--- src/rtl/imem_boot_arbiter.sv ---
// Boots the CPU from a loader-filled single-port imem, then shares that imem between CPU fetch and the loader.
// Optional perf counters (stall_cnt, fetch_cnt) are built when IMEM_BOOT_ARB_PERF_EN is defined.
module imem_boot_arbiter #(
  parameter int          ADDR_W   = 11,
  parameter logic [31:0] BASE     = 32'h00400000,
  parameter int          MAX_WAIT = 8
) (
  input  logic              clk,
  input  logic              rst,
  input  logic              cpu_req,
  input  logic [31:0]       cpu_pc,
  output logic [31:0]       cpu_instr,
  output logic              cpu_valid,
  output logic              cpu_stall,
  output logic              cpu_rst,
  output logic              addr_err,
  input  logic              ld_req,
  input  logic              ld_we,
  input  logic [ADDR_W-1:0] ld_addr,
  input  logic [31:0]       ld_wdata,
  output logic              ld_gnt,
  output logic              ld_rvalid,
  output logic [31:0]       ld_rdata,
  input  logic              ld_done,
  output logic              mem_en,
  output logic              mem_we,
  output logic [ADDR_W-1:0] mem_addr,
  output logic [31:0]       mem_wdata,
  input  logic [31:0]       mem_rdata
`ifdef IMEM_BOOT_ARB_PERF_EN
  ,
  output logic [31:0]       stall_cnt,
  output logic [31:0]       fetch_cnt
`endif
);

  typedef enum logic [1:0] {S_LOAD, S_RELEASE, S_RUN} state_e;

  localparam int          WCNT_W = $clog2(MAX_WAIT + 1);
  localparam logic [32:0] SPAN   = 33'(4) << ADDR_W;

  state_e            state_q;
  logic              cpu_rst_q, addr_err_q, cpu_valid_q, fetch_oor_q, ld_rvalid_q;
  logic [WCNT_W-1:0] wait_q, wait_d;

  logic [31:0] pc_off;
  logic        in_range, ld_force, fetch_go;

  // Offset compare avoids overflow of BASE + span near the top of the address space.
  assign pc_off   = cpu_pc - BASE;
  assign in_range = (cpu_pc >= BASE) && ({1'b0, pc_off} < SPAN);

  always_comb begin
    ld_gnt    = 1'b0;
    ld_force  = 1'b0;
    fetch_go  = 1'b0;
    cpu_stall = 1'b0;
    mem_en    = 1'b0;
    mem_we    = 1'b0;
    mem_addr  = '0;
    mem_wdata = '0;
    wait_d    = '0;
    case (state_q)
      S_LOAD: ld_gnt = ld_req;
      S_RUN: begin
        ld_force  = ld_req && (wait_q == WCNT_W'(MAX_WAIT));
        ld_gnt    = ld_req && (!cpu_req || ld_force);
        cpu_stall = cpu_req && ld_force;
        fetch_go  = cpu_req && !ld_force;
        if (ld_req && !ld_gnt)
          wait_d = (wait_q == WCNT_W'(MAX_WAIT)) ? wait_q : wait_q + WCNT_W'(1);
      end
      default: wait_d = '0;
    endcase
    if (ld_gnt) begin
      mem_en    = 1'b1;
      mem_we    = ld_we;
      mem_addr  = ld_addr;
      mem_wdata = ld_wdata;
    end else if (fetch_go && in_range) begin
      mem_en   = 1'b1;
      mem_addr = pc_off[ADDR_W+1:2];
    end
  end

  always_ff @(posedge clk) begin
    if (rst) begin
      state_q     <= S_LOAD;
      cpu_rst_q   <= 1'b1;
      addr_err_q  <= 1'b0;
      cpu_valid_q <= 1'b0;
      fetch_oor_q <= 1'b0;
      ld_rvalid_q <= 1'b0;
      wait_q      <= '0;
    end else begin
      wait_q      <= wait_d;
      cpu_valid_q <= fetch_go;
      fetch_oor_q <= fetch_go && !in_range;
      ld_rvalid_q <= ld_gnt && !ld_we;
      if (fetch_go && !in_range)
        addr_err_q <= 1'b1;
      case (state_q)
        S_LOAD:    if (ld_done) state_q <= S_RELEASE;
        S_RELEASE: begin
          cpu_rst_q <= 1'b0;
          state_q   <= S_RUN;
        end
        S_RUN:     state_q <= S_RUN;
        default:   state_q <= S_LOAD;
      endcase
    end
  end

  // Out-of-range fetches complete with a NOP instead of stale memory data.
  assign cpu_instr = fetch_oor_q ? 32'h0 : mem_rdata;
  assign cpu_valid = cpu_valid_q;
  assign cpu_rst   = cpu_rst_q;
  assign addr_err  = addr_err_q;
  assign ld_rvalid = ld_rvalid_q;
  assign ld_rdata  = mem_rdata;

`ifdef IMEM_BOOT_ARB_PERF_EN
  logic [31:0] stall_cnt_q, fetch_cnt_q;

  always_ff @(posedge clk) begin
    if (rst) begin
      stall_cnt_q <= '0;
      fetch_cnt_q <= '0;
    end else if (state_q == S_RUN) begin
      if (cpu_stall)   stall_cnt_q <= stall_cnt_q + 32'd1;
      if (cpu_valid_q) fetch_cnt_q <= fetch_cnt_q + 32'd1;
    end
  end

  assign stall_cnt = stall_cnt_q;
  assign fetch_cnt = fetch_cnt_q;
`endif

endmodule

--- config.mk ---
export PLATFORM = sky130hd
export DESIGN_NAME = imem_boot_arbiter
export DESIGN_NICKNAME = d
export VERILOG_FILES = /design/src/rtl/imem_boot_arbiter.sv
export SDC_FILE = /design/constraint.sdc
export NUM_CORES = 1
export LEC_CHECK = 0
export CAP_MARGIN = 25
export CORE_AREA = 2 2 88 90
export DETAILED_ROUTE_END_ITERATION = 12
export DIE_AREA = 0 0 90 92
export PLACE_DENSITY = 0.79
export SYNTH_ARGS = -nofsm -noshare
export SYNTH_HDL_FRONTEND = slang
export SYNTH_SLANG_ARGS = --single-unit
export TNS_END_PERCENT = 30
--- constraint.sdc ---
create_clock -name clk -period 2.9 [get_ports clk]
set_input_delay 0.58 -clock clk [delete_from_list [all_inputs] [get_ports clk]]
set_output_delay 0.58 -clock clk [all_outputs]
set_load 0.05 [all_outputs]
## Yosys cells after proc, flatten, opt, wreduce, memory -nomap -nowiden

Index checks and enable logic that the tools add are counted.

- Reductions and logical operators: 18
- Add/subtract/negate cells: 2
- Muxes and demuxes: 12
- Equal/unequal tests: 4
- Bitwise gates (word level): 2
- Order comparisons: 2

Operators with widths:

| kind | number |
|---|---|
| 32-bit 2-to-1 mux | 2 |
| 32-bit by 23-bit greater-or-equal comparator with 1-bit output, second input constant | 1 |
| 32-bit by 14-bit less-than comparator with 1-bit output, second input constant | 1 |
| 32-bit by 23-bit subtractor with 32-bit output, second input constant | 1 |
| 11-bit 2-to-1 mux | 2 |
| 1-bit logical AND | 9 |
| 1-bit logical NOT | 5 |
| 1-bit 2-to-1 mux | 5 |
| 4-bit by 1-bit adder with 4-bit output, second input constant | 1 |
| 4-bit == test, second input constant | 1 |
| 2-bit one-hot mux with 2 select lines | 1 |
| 3-bit OR reduction | 1 |
| 2-bit by 1-bit == test with 1-bit output, second input constant | 1 |
| 2-bit == test, second input constant | 1 |
| 2-bit logical NOT | 1 |
| 2-bit 2-to-1 mux | 1 |
| 2-bit inequality test, second input constant | 1 |
| 1-bit inverter | 2 |
| 1-bit one-hot mux with 2 select lines | 1 |
| 2-bit OR reduction | 1 |
| 1-bit logical OR | 1 |

- Word-level logic and storage cells: 47
- Flip-flop bits (word level): 11
- Input port bits: 113

## Longest topological paths before layout

- Word-level depth: 8
- Gate-level depth with buffers: 7
- Gate-level depth less buffers: 6

## Least setup slack after synthesis

Ideal clock, no wire load.

- Path type: reg-to-output
- From: register state_q[0]
- To: output mem_wdata[22]
- Setup slack: 0.125 ns
- Arrival time: 2.195 ns
- Stages on the path, launching flop included: 8
- Buffers on the path: 2
- Cell sequence: dfxtp_1 -> inv_1 -> ha_1 -> o21ai_0 -> a31oi_1 -> buf_2 -> clkbuf_1 -> and2_1

- Longest elaborated chain between the ends: 3
- Elaborated cells on any way between the ends: 4

Ends and longest elaborated chain:

| what | line | source |
|---|---|---|
| start: declaration | 42 | `state_e state_q;` |
| start signal: assignment | 88 | `state_q <= S_LOAD;` |
| start signal: assignment | 103 | `S_LOAD: if (ld_done) state_q <= S_RELEASE;` |
| start signal: assignment | 106 | `state_q <= S_RUN;` |
| 2-bit == test or 2-bit logical NOT (tied branches) | 63 | `case (state_q)` |
| 1-bit one-hot mux with 2 select lines * | 63 |  |
| net ld_gnt | 21 | `output logic ld_gnt,` |
| 32-bit 2-to-1 mux * | 75 | `if (ld_gnt) begin` |
| end: declaration | 28 | `output logic [31:0] mem_wdata,` |

The timed path passes the listed nets; every way through them passes the cells marked *.

## Worst setup path after layout

- From: register wait_q[0]
- To: output mem_addr[6]

- Longest elaborated chain between the ends: 8
- Elaborated cells on any way between the ends: 11

Ends and longest elaborated chain:

| what | line | source |
|---|---|---|
| start: declaration | 44 | `logic [WCNT_W-1:0] wait_q, wait_d;` |
| start signal: assignment | 96 | `wait_q <= wait_d;` |
| 4-bit == test * | 66 | `ld_force = ld_req && (wait_q == WCNT_W'(MAX_WAIT));` |
| 1-bit logical AND * | 66 |  |
| 1-bit logical NOT | 69 | `fetch_go = cpu_req && !ld_force;` |
| 1-bit logical AND | 69 |  |
| 1-bit 2-to-1 mux | 63 |  |
| 1-bit logical AND | 80 | `end else if (fetch_go && in_range) begin` |
| 11-bit 2-to-1 mux | 80 |  |
| 11-bit 2-to-1 mux * | 75 |  |
| end: declaration | 27 | `output logic [ADDR_W-1:0] mem_addr,` |

Every way passes the cells marked *; elsewhere a longest branch is shown, timed or not.

==> results_dict.tcl <==
set metrics [dict create \
    run_status "finished, final reports clean" \
    hold_violations 0 \
    grt.overflow.total 0 \
    final_util 0.560 \
    first_global_vias 2061 \
    yosys_register_bits 11 \
    post-route-period-util 0.979 \
    ys_warn_count 0 \
    p_int_mw 1.39 \
    drive_above_1_share 0.296 \
    leakagePower_nw 1.76 \
    path_class "reg -> out" \
    yosysMostFrequentCell "and2_1" \
    synth-seq-area-share 0.158 \
    synthCells 181 \
    antenna_found_initial 0 \
    rows 32 \
    drt-initial-drc-count 17 \
    setup_tns_ns 0 \
    gp_congestion 0.751 \
    synth_nets 300 \
    hold_path.class "reg -> reg" \
    numCtsBuffers 3 \
    powerDensity_nw_per_um2 682 \
    dieArea_um2 8280 \
    dr.pass1.iters 4 \
    yosys-top-cells-area "buf_4 17%, dfxtp_1 16%, and2_1 15%, nor2b_1 14%, a22o_2 7.2%" \
    dp_cells 474 \
    swShare 0.512 \
    via_count 1999 \
    post_synth_num_cell_types 34 \
    max_freq_mhz 352 \
    cts_tree "yes" \
    final-setup-viol-count 0 \
    htreeDepth 1 \
    fin_skew_ns 0.00472 \
    clkSinkCount 11 \
    synthTopCellsByCount "33 x and2_1, 32 x buf_4, 32 x nor2b_1" \
    io_buffers 225 \
    worstPathRequired_ns 2.32 \
    worstMarginPinSlew_ns 0.513 \
    crit_fanout 5 \
    vias_per_cell 4.16 \
    area_growth_pct 199 \
    core_um2 7450 \
    dpl_cell_area_um2 3960 \
    critical_path.endpoint_type "primary output" \
    design_area_um2 4170 \
    initial_core_util 0.187 \
    power_switching_mw 1.46 \
    synth_top_flop_cell "dfxtp_1" \
    synth_edf_count 0 \
    slew_violations 0 \
    drt-total-wl_um 7270 \
    dpl.hpwl_um 6250 \
    synth_top_area_cell "buf_4" \
    cts-root-buf "clkbuf_8" \
    worst_slack_ns 0.0599 \
    power.share.clock 0.056 \
    dp_slack_ns 0.0144 \
    setup.worst_path.start_class "flip-flop" \
    power_mw 2.84 \
    wl_per_cell_um 15.1 \
    synth_area_um2 1390 \
    crit_arrival_ns 2.26 \
    ir_worst_vdd_v 0.000399 \
    fin_cells 481 \
    n_antenna_cell 0 \
    min_period_ns 2.84 \
    whs_ns 0.450 \
    die_h_um 92 \
    maxCapViolCount 0 \
    fin_nets 499 \
    p_comb_frac 0.876 \
    grt_first_pass_wirelength_um 10200 \
    clock_latency_ns 0.24 \
    io-pin-count 228 \
    postSynthAreaPerCell_um2 7.70 \
    grt_util_all_layers 0.153 \
    synth_async_sr_flop_share 0 \
    detail-route-antenna-nets 0 \
    die_w_um 90 \
    grt_max_degree 48 \
    drc 0 \
    seq_power_share 0.068 \
    clkTransAtPathRegs_ns 0.05 \
    slew_headroom 0.657 \
    synth.top_cell.area_share 0.172 \
    cts_buffer_depth 2 \
]
==> worst max-delay path: stages, from the launching register on <==
cell,delay (ns)
dfxtp_1,0.36
inv_1,0.09
ha_1,0.21
and3b_2,0.25
a21o_4,0.25
a2111oi_4,0.26
buf_4,0.19
clkbuf_16,0.15
a22o_4,0.13
buf_12,0.13
==> registers in the layout, summed over array words and instances, names as in the netlist <==
register and flops:
fetch_oor_q 1, wait_q 4, ld_rvalid 1, cpu_rst 1, state_q 2, cpu_valid 1
addr_err 1
==> routing by layer <==
| metal | wire [um] | global-route usage |
|---|---|---|
| met1 | 2320 | 0.147 |
| met2 | 4000 | 0.305 |
| met3 | 838 | 0.0551 |
| met4 | 112 | 0.0423 |
| met5 | 0 | 0 |
==> what timing repair did <==
action / 4_1_cts / 5_1_grt
setup buffers: 0 / 2
hold buffers: 0 / 0
resized for setup: 0 / 21
endpoints found under the setup margin: 0 / 11
endpoints found under the hold margin: 0 / 0
==> final timing paths <==
check | from | end | cells past startpoint | slack (ns)
min reg2reg | cpu_rst | cpu_rst | 1 | 0.45
max | wait_q[0] | mem_addr[6] | 9 | 0.06
min | cpu_rst | cpu_rst | 1 | 0.45
max reg2reg | wait_q[0] | wait_q[2] | 6 | 1.06
==> kinds of logic after synthesis <==
family | synth area share
AO/OA/AOI/OAI | 0.136
adder cells (fa/ha/maj) | 0.0539
AND/OR/NAND/NOR | 0.397
buffers and inverters | 0.222
multiplexers | 0.0144
flip-flops | 0.158
XOR/XNOR | 0.0189
==> layout make-up <==
cell class / instances / area (um^2)
clock buffer: 4 / 45.0
fill: 624 / 3280
sequential: 11 / 220
multi-input combinational: 122 / 988
tap: 102 / 128
inverter: 7 / 26.3
timing repair buffer: 235 / 2760
==> cells in the final DEF, fill, tap and decap left out, types with 2 or more instances in the layout <==
cell             synthesis  routed
nor2b_1                 32      32
buf_12                   0      48
clkdlybuf4s50_1          0     140
a22o_4                   0      11
and2_1                  33      33
dlymetal6s2s_1           0       6
nand2_1                  4       4
mux2i_1                  2       2
buf_4                   32      40
clkbuf_8                 0       3
ha_1                     6       6
nand3_1                  3       3
nor3_1                   4       4
dfxtp_1                 11      11
nor2_1                   6       6
xnor2_1                  2       2
inv_1                    7       7
nor4_2                   0       3
==> power groups by stage <==
stage / Combinational [mW] / Sequential [mW] / Clock (mW)
after global placement: 2.42 / 0.194 / 0
after CTS: 2.45 / 0.194 / 0.162
after detailed placement: 2.45 / 0.196 / 0
final: 2.49 / 0.194 / 0.160
after global routing: 2.58 / 0.198 / 0.168
after floorplan: 1.24 / 0.233 / 0
Note: power is estimated with default switching activity, not from simulation.
